<file path="src/rtl/vga_sync_gen.sv">
// VGA timing generator: divides the system clock down to a pixel strobe and
// produces pixel/line counters with zero-skew registered sync, enable and frame pulses.
module vga_sync_gen #(
    parameter int CLK_DIV  = 4,
    parameter int H_ACTIVE = 640,
    parameter int H_FP     = 16,
    parameter int H_SYNC   = 96,
    parameter int H_BP     = 48,
    parameter int V_ACTIVE = 480,
    parameter int V_FP     = 10,
    parameter int V_SYNC   = 2,
    parameter int V_BP     = 33
) (
    input  logic       clk,
    input  logic       rst_n,
    output logic       pix_en,
    output logic [9:0] hcount,
    output logic [9:0] vcount,
    output logic       hsync,
    output logic       vsync,
    output logic       de,
    output logic       frame_start
);

    localparam int H_TOTAL = H_ACTIVE + H_FP + H_SYNC + H_BP;
    localparam int V_TOTAL = V_ACTIVE + V_FP + V_SYNC + V_BP;
    localparam int DIV_W   = (CLK_DIV > 1) ? $clog2(CLK_DIV) : 1;

    localparam logic [DIV_W-1:0] DIV_LAST = DIV_W'(CLK_DIV - 1);
    localparam logic [9:0]       H_LAST   = 10'(H_TOTAL - 1);
    localparam logic [9:0]       V_LAST   = 10'(V_TOTAL - 1);

    // Region bounds are 11 bits wide so an end bound of 1024 still compares correctly.
    localparam logic [10:0] H_VIS    = 11'(H_ACTIVE);
    localparam logic [10:0] HS_START = 11'(H_ACTIVE + H_FP);
    localparam logic [10:0] HS_END   = 11'(H_ACTIVE + H_FP + H_SYNC);
    localparam logic [10:0] V_VIS    = 11'(V_ACTIVE);
    localparam logic [10:0] VS_START = 11'(V_ACTIVE + V_FP);
    localparam logic [10:0] VS_END   = 11'(V_ACTIVE + V_FP + V_SYNC);

    logic [DIV_W-1:0] div;
    logic             div_wrap;
    logic             h_wrap;
    logic [9:0]       h_next;
    logic [9:0]       v_next;

    function automatic logic sync_level(input logic [9:0]  cnt,
                                        input logic [10:0] lo,
                                        input logic [10:0] hi);
        return !(({1'b0, cnt} >= lo) && ({1'b0, cnt} < hi));
    endfunction

    function automatic logic visible(input logic [9:0] h, input logic [9:0] v);
        return ({1'b0, h} < H_VIS) && ({1'b0, v} < V_VIS);
    endfunction

    always_comb begin
        div_wrap = (div == DIV_LAST);
        h_wrap   = (hcount == H_LAST);
        h_next   = h_wrap ? 10'd0 : hcount + 10'd1;
        v_next   = vcount;
        if (h_wrap) begin
            v_next = (vcount == V_LAST) ? 10'd0 : vcount + 10'd1;
        end
    end

    // Decode uses the next counter values so the flags land with their counters.
    always_ff @(posedge clk or negedge rst_n) begin
        if (!rst_n) begin
            div         <= '0;
            pix_en      <= 1'b0;
            hcount      <= H_LAST;
            vcount      <= V_LAST;
            hsync       <= 1'b1;
            vsync       <= 1'b1;
            de          <= 1'b0;
            frame_start <= 1'b0;
        end else begin
            pix_en      <= div_wrap;
            div         <= div_wrap ? '0 : div + DIV_W'(1);
            frame_start <= 1'b0;
            if (div_wrap) begin
                hcount      <= h_next;
                vcount      <= v_next;
                hsync       <= sync_level(h_next, HS_START, HS_END);
                vsync       <= sync_level(v_next, VS_START, VS_END);
                de          <= visible(h_next, v_next);
                frame_start <= (h_next == 10'd0) && (v_next == 10'd0);
            end
        end
    end

endmodule

</file>
<file path="config.mk">
export PLATFORM = sky130hd
export DESIGN_NAME = vga_sync_gen
export DESIGN_NICKNAME = d
export VERILOG_FILES = /design/src/rtl/vga_sync_gen.sv
export SDC_FILE = /design/constraint.sdc
export NUM_CORES = 1
export LEC_CHECK = 0
export CAP_MARGIN = 20
export CORE_MARGIN = 5
export CORE_UTILIZATION = 53
export CTS_BUF_LIST = sky130_fd_sc_hd__clkbuf_16
export CTS_CLUSTER_DIAMETER = 150
export DETAILED_ROUTE_END_ITERATION = 10
export PLACE_DENSITY = 0.83
export SLEW_MARGIN = 20
export SYNTH_ARGS = -nofsm -noshare
export SYNTH_HDL_FRONTEND = slang
export SYNTH_SLANG_ARGS = --single-unit
export TNS_END_PERCENT = 30
</file>
<file path="constraint.sdc">
create_clock -name clk -period 2.9 [get_ports clk]
set_input_delay 0.435 -clock clk [delete_from_list [all_inputs] [get_ports clk]]
set_output_delay 0.435 -clock clk [all_outputs]
set_load 0.005 [all_outputs]
</file>
[Word-level counts from Yosys, hierarchy flattened]
Cells that the tools add are included.
Word-level totals
  bits of input ports: 2
  flip-flop bits (word level): 27
Cells by class
  reduce and logical (&&, ||, !) cells: 8
  muxes and demuxes: 5
  add/sub/neg operators: 3
  magnitude comparators: 6
  equality and inequality tests: 3
Operators by type and width (number)
  10-bit two-way mux: 3
  10-bit by 1-bit adder with 10-bit output (second input constant): 2
  10-bit equality test (second input constant): 2
  10-bit logical NOT: 2
  10-bit less-than comparator (second input constant): 2
  10-bit by 9-bit less-than comparator with 1-bit output (second input constant): 2
  10-bit greater-or-equal comparator (second input constant): 1
  10-bit by 9-bit greater-or-equal comparator with 1-bit output (second input constant): 1
  1-bit logical AND: 4
  2-bit by 1-bit adder with 2-bit output (second input constant): 1
  2-bit equality test (second input constant): 1
  1-bit logical NOT: 2
  2-bit two-way mux: 1
  1-bit two-way mux: 1

[Depth between registers and ports, before layout]
Gate-level depths: netlist of the first run.
  depth after elaboration: 6
  gate-level depth with buffers: 8
  mapped depth without buffers: 8

[Least setup slack after synthesis of the first run]
OpenSTA, ideal clock, no wires.
  path type: reg2reg
  start point: register hcount[0]
  end point: register frame_start
  setup time: 0.096 ns
  slack: 0.395 ns
  path buffers: 1
  arrival: 2.410 ns
  cell stages (with the launch flop): 9
  path through: dfstp_2 ha_1 nand4_1 or3_1 buf_6 a22oi_4 nand4_1 or3_1 nor4_2
On the way
  word-level cells in the longest chain between the ends: 5
Ends and longest elaborated chain
  from (decl): line 17  | output logic [9:0] hcount,
  from (signal assigned): line 83  | hcount <= h_next;
  10-bit by 1-bit adder with 10-bit output / 10-bit equality test (equally long branches): line 60, 59
  10-bit two-way mux (on tied branches): line 60, 62
  10-bit logical NOT: line 88  | frame_start <= (h_next == 10'd0) && (v_next == 10'd0);
  1-bit logical AND (*): line 88
  1-bit two-way mux (*): line 82  | if (div_wrap) begin
  to (signal assigned): line 88
  to (decl): line 22  | output logic frame_start
Every way passes the cells marked *; elsewhere a longest branch is shown, timed or not.
A chain may end at the register's enable or synchronous reset.

[Final worst setup path of the first run]
Same ends and word-level chain as after synthesis.

==> results of run 1 <==
==> power by group through the flow <==
stage	Sequential, mW	Combinational (mW)	Clock (mW)
5_1_grt	0.377	0.0108	0.336
3_3_place_gp	0.384	0.00938	0
3_5_place_dp	0.384	0.00954	0
4_1_cts	0.377	0.00955	0.313
6_report	0.377	0.00882	0.309
2_1_floorplan	0.384	0.000000339	0
==> per-stage QoR <==
stage / total power, mW / cell area (µm²) / hold WS (ns)
final: 0.6954 / 2133 / 0.4360
after global routing: 0.7242 / 2133 / 0.4617
after CTS: 0.7000 / 2133 / 0.4432
after detailed placement: 0.3934 / 2054 / 0.4346
after global placement: 0.3932 / 2054 / 0.4142
after floorplan: 0.3839 / 1753 / 0.1394
==> state kept, by name, indices dropped and copies added, names as in the netlist <==
register     count
de               1
div              2
frame_start      1
hcount          10
hsync            1
pix_en           1
vcount          10
vsync            1
==> worst paths after layout <==
kind,endpoint,slack [ns],depth (start not counted)
min in group asynchronous,hcount[7],0.54,2
setup reg to reg,frame_start,0.25,8
max in group asynchronous,hcount[3],2.07,2
setup / recovery,frame_start,0.25,8
hold reg to reg,div[0],0.44,1
hold / removal,div[0],0.44,1
==> area by class of cell <==
| type | instances | area, µm² | area share |
|---|---|---|---|
| Multi-Input combinational cell | 155 | 984.7 | 0.4616 |
| Sequential cell | 27 | 690.7 | 0.3238 |
| Timing Repair Buffer | 32 | 305.3 | 0.1431 |
| Clock buffer | 3 | 75.07 | 0.03519 |
| Tap cell | 44 | 55.05 | 0.02581 |
| Inverter | 5 | 18.77 | 0.008798 |
| Clock inverter | 1 | 3.754 | 0.001760 |
==> logic make-up (layout without fill, tap and decap cells) <==
kind of cell | count (synthesis) | count (layout)
multiplexers | 3 | 3
AND/OR/NAND/NOR | 88 | 88
XOR/XNOR | 16 | 16
adder cells (fa/ha/maj) | 5 | 5
flip-flops | 27 | 27
buffers and inverters | 18 | 41
AO/OA/AOI/OAI | 43 | 43
==> critical path: cells and delay by family (launching register included) <==
family / cells / cell delay [ns]
buf+inv: 1 / 0.18
compound gates: 2 / 0.51
simple gates: 4 / 1.00
fa+ha+maj: 1 / 0.28
flops: 1 / 0.59
==> cells in the mapped netlist, drive strengths merged (2+ instances only) <==
cell type  number
o32a            2
buf             5
or3             4
a21oi          14
a22oi           2
clkbuf          8
xnor2          11
nand2b          3
and2            3
mux2            2
and3            5
nand2          16
ha              5
nor2           15
nand4           6
dfrtp          15
nand3          11
dfstp          12
nor4            5
o31ai           2
inv             5
xor2            5
nor3           13
o21ai          13
a31oi           2
==> per-layer routing <==
metal | global-route usage | wire length, µm
met3 | 0.04992 | 302
met1 | 0.2709 | 1848
met5 | 0 | 0
met2 | 0.3378 | 2015
met4 | 0.1063 | 116
==> placed cells by master (no fill, tap or decap), types with 2 or more instances in the layout <==
cell	instances
a21oi_1	14
inv_1	6
and3_1	5
nor3_1	12
nand2b_1	3
nand3_1	11
dfrtp_1	15
buf_4	6
and2_1	2
o32a_1	2
o21ai_0	13
xor2_1	5
clkbuf_16	3
a31oi_1	2
or3_1	4
mux2_2	2
o31ai_1	2
nor2_1	15
nand2_1	16
nor4_1	4
ha_1	5
dfstp_2	12
nand4_1	6
xnor2_1	11
clkdlybuf4s50_1	26
==> impl_metrics.ini, run 1 <==
[route]
drt-total-wl_mm = 4.283
wl_per_cell_um = 16.04
num_vias = 1619
drc = 0
first_iter_violations = 147
drt_first_pass_iters = 4
ant_nets = 0
vias_per_cell = 6.064

[global_route]
grt.overflow.total = 0
grt_usage = 0.2133
grt_pass1_vias = 1592
grt_pass1_wl_mm = 7.383
grt_max_degree = 28
antenna_found_initial = 0

[power]
vdd_ir_drop_max_uv = 265.2
power.internal_mw = 0.5641
power_density_nw_per_um2 = 326.0
pwr-share-comb = 0.013
power.leakage_nw = 0.8054
power.switching_mw = 0.1313
power.share.clock = 0.445
switching_share = 0.1888
seq_power_share = 0.543

[place]
io_buffers = 26
place_inst = 263
dpl.hpwl_mm = 3.032
place_congestion = 0.9188
place_ws_ns = 0.3281

[floorplan]
fp-row-count = 20
die_y_um = 67.51
die_x_um = 67.51
start_util = 0.5649
core_area_um2 = 3103
ios = 27
dieArea_um2 = 4558

[layout]
fill_cells = 271
final_cells = 267
syn2layout_area_growth_pct = 21.70
layout-drive-gt1-share = 0.1256
final_util = 0.6875
fin_nets = 231
antenna_cells = 0

[cts]
cts_root_buf = clkbuf_16
cts_made_buffers = 3
cts_setup_buffers = 0
clock_latency_ns = 0.26
cts_resized = 0
cts_max_level = 1
numClockSinks = 27
clk_path_buf_depth = 2
cts_tree = built
cts.clk_slew.worst_paths_ns = 0.07
postCtsHoldBufs = 0

[min_path]
hp-start = div[0]
hold_path.class = flip-flop to flip-flop

[timing]
rsz0062_at_grt = false
setup_viol = 0
hold_viol = 0
final-max-slew-violation-count = 0
fin_crit_ns = 2.654
relSlewSlack = 0.5692
setup_tns_ns = 0
fin_ws_ns = 0.2458
fmax_ghz = 0.3768
max_slew.worst_pin.slew_ns = 0.6404
finClkSkew_ns = 0.003224
min_period_over_period = 0.9152

[yosys]
synthTopCellsByArea = dfrtp_1 21%, dfstp_2 18%, xnor2_1 5.5%
synthCells = 200
yosys.area.top_type_share = 0.2141
synth_compound_area_frac = 0.1563
synth.area.mux_share = 0.01856
synth-seq-cells = 27
yosys.area_share.simple = 0.2712
yosys.area_share.adder = 0.03569
synth_edf_count = 0
synth.net_count = 207
async_reset_ff_frac = 1.000
synth_top_family_by_area = simple AND/OR/NAND/NOR gates
synth_top_cell_by_area = dfrtp_1
synthFlopType = dfrtp_1
synth_cell_types = 47
yosysSeqAreaShare = 0.3940
syn_area_per_cell_um2 = 8.765
yosys.area_share.xor_xnor = 0.07994
netlist_area_um2 = 1753
ys_warn_count = 0

[setup_path]
critPathSlowestCell = dfstp_2
critPathLaunchType = flip-flop
critPathCaptureType = flip-flop
cp_max_fo = 7
arrival_ns = 2.82
crit_chain = ha_1 > nand4_1 > buf_4 > nor3_2 > o21ai_0 > a21oi_1 > nand4bb_1 > nor4_2
crit_start = hcount[0]
required_ns = 3.06
crit_type = flip-flop to flip-flop
max_stage_delay_ns = 0.59
crit-reg2reg-launch = hcount[0]

[outcome]
status = finished clean

[flow_run]
cap_violations = 0
(Power assumes the default switching activity.)
==> run 2: changes to the inputs <==
- MAX_ROUTING_LAYER: default -> met4
==> run 2 against run 1 <==
Compared with the run above: critical path depth is the same; highest routed layer unchanged; critical endpoint unchanged; clock skew grew 0.0021 ns; sequential share of layout area is the same.
==> impl_metrics.ini, run 2 (same netlist as run 1, synthesis figures left out) <==
[layout]
largestRegisters = hcount x10, vcount x10, div x2
final_cell_mix = 26 x clkdlybuf4s50_1, 16 x nand2_1, 15 x nor2_1, 15 x dfrtp_1, 14 x a21oi_1
multiInputGateArea_um2 = 984.7
syn2layout_area_growth_pct = 21.70
final_common_cell = clkdlybuf4s50_1
antenna_cells = 0
fin_nets = 231
final_cells = 267
layout-drive-gt1-share = 0.1256
seq_area_um2 = 690.7
fill_cells = 271

[power]
power.internal_mw = 0.5641
switching_share = 0.1910
power_density_nw_per_um2 = 326.9
power.switching_mw = 0.1332
total_power_mw = 0.6973
vdd_ir_drop_max_uv = 263.9
pwr-share-comb = 0.013
power.share.clock = 0.446
seq_power_share = 0.541
power.leakage_nw = 0.8054

[global_route]
grt_pass1_wl_mm = 7.424
grt_pass1_vias = 1592
use_met2 = 0.3390
grt_max_degree = 28
grt_usage = 0.2195
antenna_found_initial = 0
met1_usage = 0.2772
grt.overflow.total = 0
use_met3 = 0.03827
globalRoute.busiestLayer = met2

[cts]
cts_resized = 0
cts_setup_buffers = 0
clk_path_buf_depth = 2
numClockSinks = 27
clock_latency_ns = 0.26
cts_tree = built
cts_root_buf = clkbuf_16
cts.clk_slew.worst_paths_ns = 0.07
postCtsHoldBufs = 0
cts_made_buffers = 3
cts_max_level = 1

[floorplan]
dieArea_um2 = 4558
die_x_um = 67.51
core_area_um2 = 3103
die_y_um = 67.51
ios = 27
start_util = 0.5649
fp-row-count = 20

[timing]
setup_tns_ns = 0
final-max-slew-violation-count = 0
relSlewSlack = 0.5554
max_slew.worst_pin.slew_ns = 0.6607
finClkSkew_ns = 0.005309
fin_crit_ns = 2.641
fin_ws_ns = 0.2588
setup_viol = 0
hold_viol = 0
min_period_over_period = 0.9108
fmax_ghz = 0.3786
rsz0062_at_grt = false

[flow_run]
cap_violations = 0

[place]
place_ws_ns = 0.3281
place_inst = 263
dpl.hpwl_mm = 3.032
io_buffers = 26
place_congestion = 0.9349

[route]
ant_nets = 0
first_iter_violations = 144
drc = 0
vias_per_cell = 6.184
drt-total-wl_mm = 4.283
wl_per_cell_um = 16.04
num_vias = 1651
drt_first_pass_iters = 4

[min_path]
hold_path.class = flip-flop to flip-flop
hp-start = div[0]

[setup_path]
crit_start = hcount[0]
critPathLaunchType = flip-flop
max_stage_delay_ns = 0.59
critPathCaptureType = flip-flop
required_ns = 3.07
rrSetupSlack_ns = 0.26
crit-reg2reg-launch = hcount[0]
arrival_ns = 2.81
cp_max_fo = 7
critPathSlowestCell = dfstp_2
crit_type = flip-flop to flip-flop
crit_chain = ha_1 > nand4_1 > buf_4 > nor3_2 > o21ai_0 > a21oi_1 > nand4bb_1 > nor4_2

[outcome]
status = finished clean
[run 2: through the flow]
stage,utilization,area (µm²),hold WS (ns)
final,0.6875,2133,0.4395
after global routing,0.6875,2133,0.4617
after CTS,0.6875,2133,0.4432
after detailed placement,0.6621,2054,0.4346
after global placement,0.6621,2054,0.4142
after floorplan,-,1753,0.1394
[run 2: path summary, 6_finish.rpt]
check / end / cells after the start
hold reg to reg: div[0] / 1
setup / recovery: frame_start / 8
max in group asynchronous: vcount[2] / 2
setup reg to reg: frame_start / 8
min in group asynchronous: hcount[7] / 2
hold / removal: div[0] / 1
[run 2: area by class of cell]
class,instances,area share
clock buffers,3,0.03519
multi-input cells,155,0.4616
clock inverters,1,0.001760
flip-flops and latches,27,0.3238
well taps,44,0.02581
repair buffers,32,0.1431
inverters,5,0.008798
[run 2: power by group through the flow]
stage	logic (mW)	registers [mW]	clock network [mW]
2_1_floorplan	0.000000339	0.384	0
3_3_place_gp	0.00938	0.384	0
3_5_place_dp	0.00954	0.384	0
4_1_cts	0.00955	0.377	0.313
5_1_grt	0.0108	0.377	0.335
6_report	0.00881	0.377	0.311
[run 2: per-layer routing]
layer  share of wire  vias to the layer above  routed length (µm)
met4           0.033                        0                 142
met1            0.44                      786                1888
li1                -                      770                   -
met3           0.060                       19                 256
met5               0                        -                   0
met2            0.47                       76                1997
[run 2: critical path, delay by kind of cell, from the launching register on]
| family | cells | cell delay [ns] |
|---|---|---|
| compound gates | 2 | 0.51 |
| fa+ha+maj | 1 | 0.28 |
| buf+inv | 1 | 0.18 |
| flops | 1 | 0.59 |
| simple gates | 4 | 0.99 |
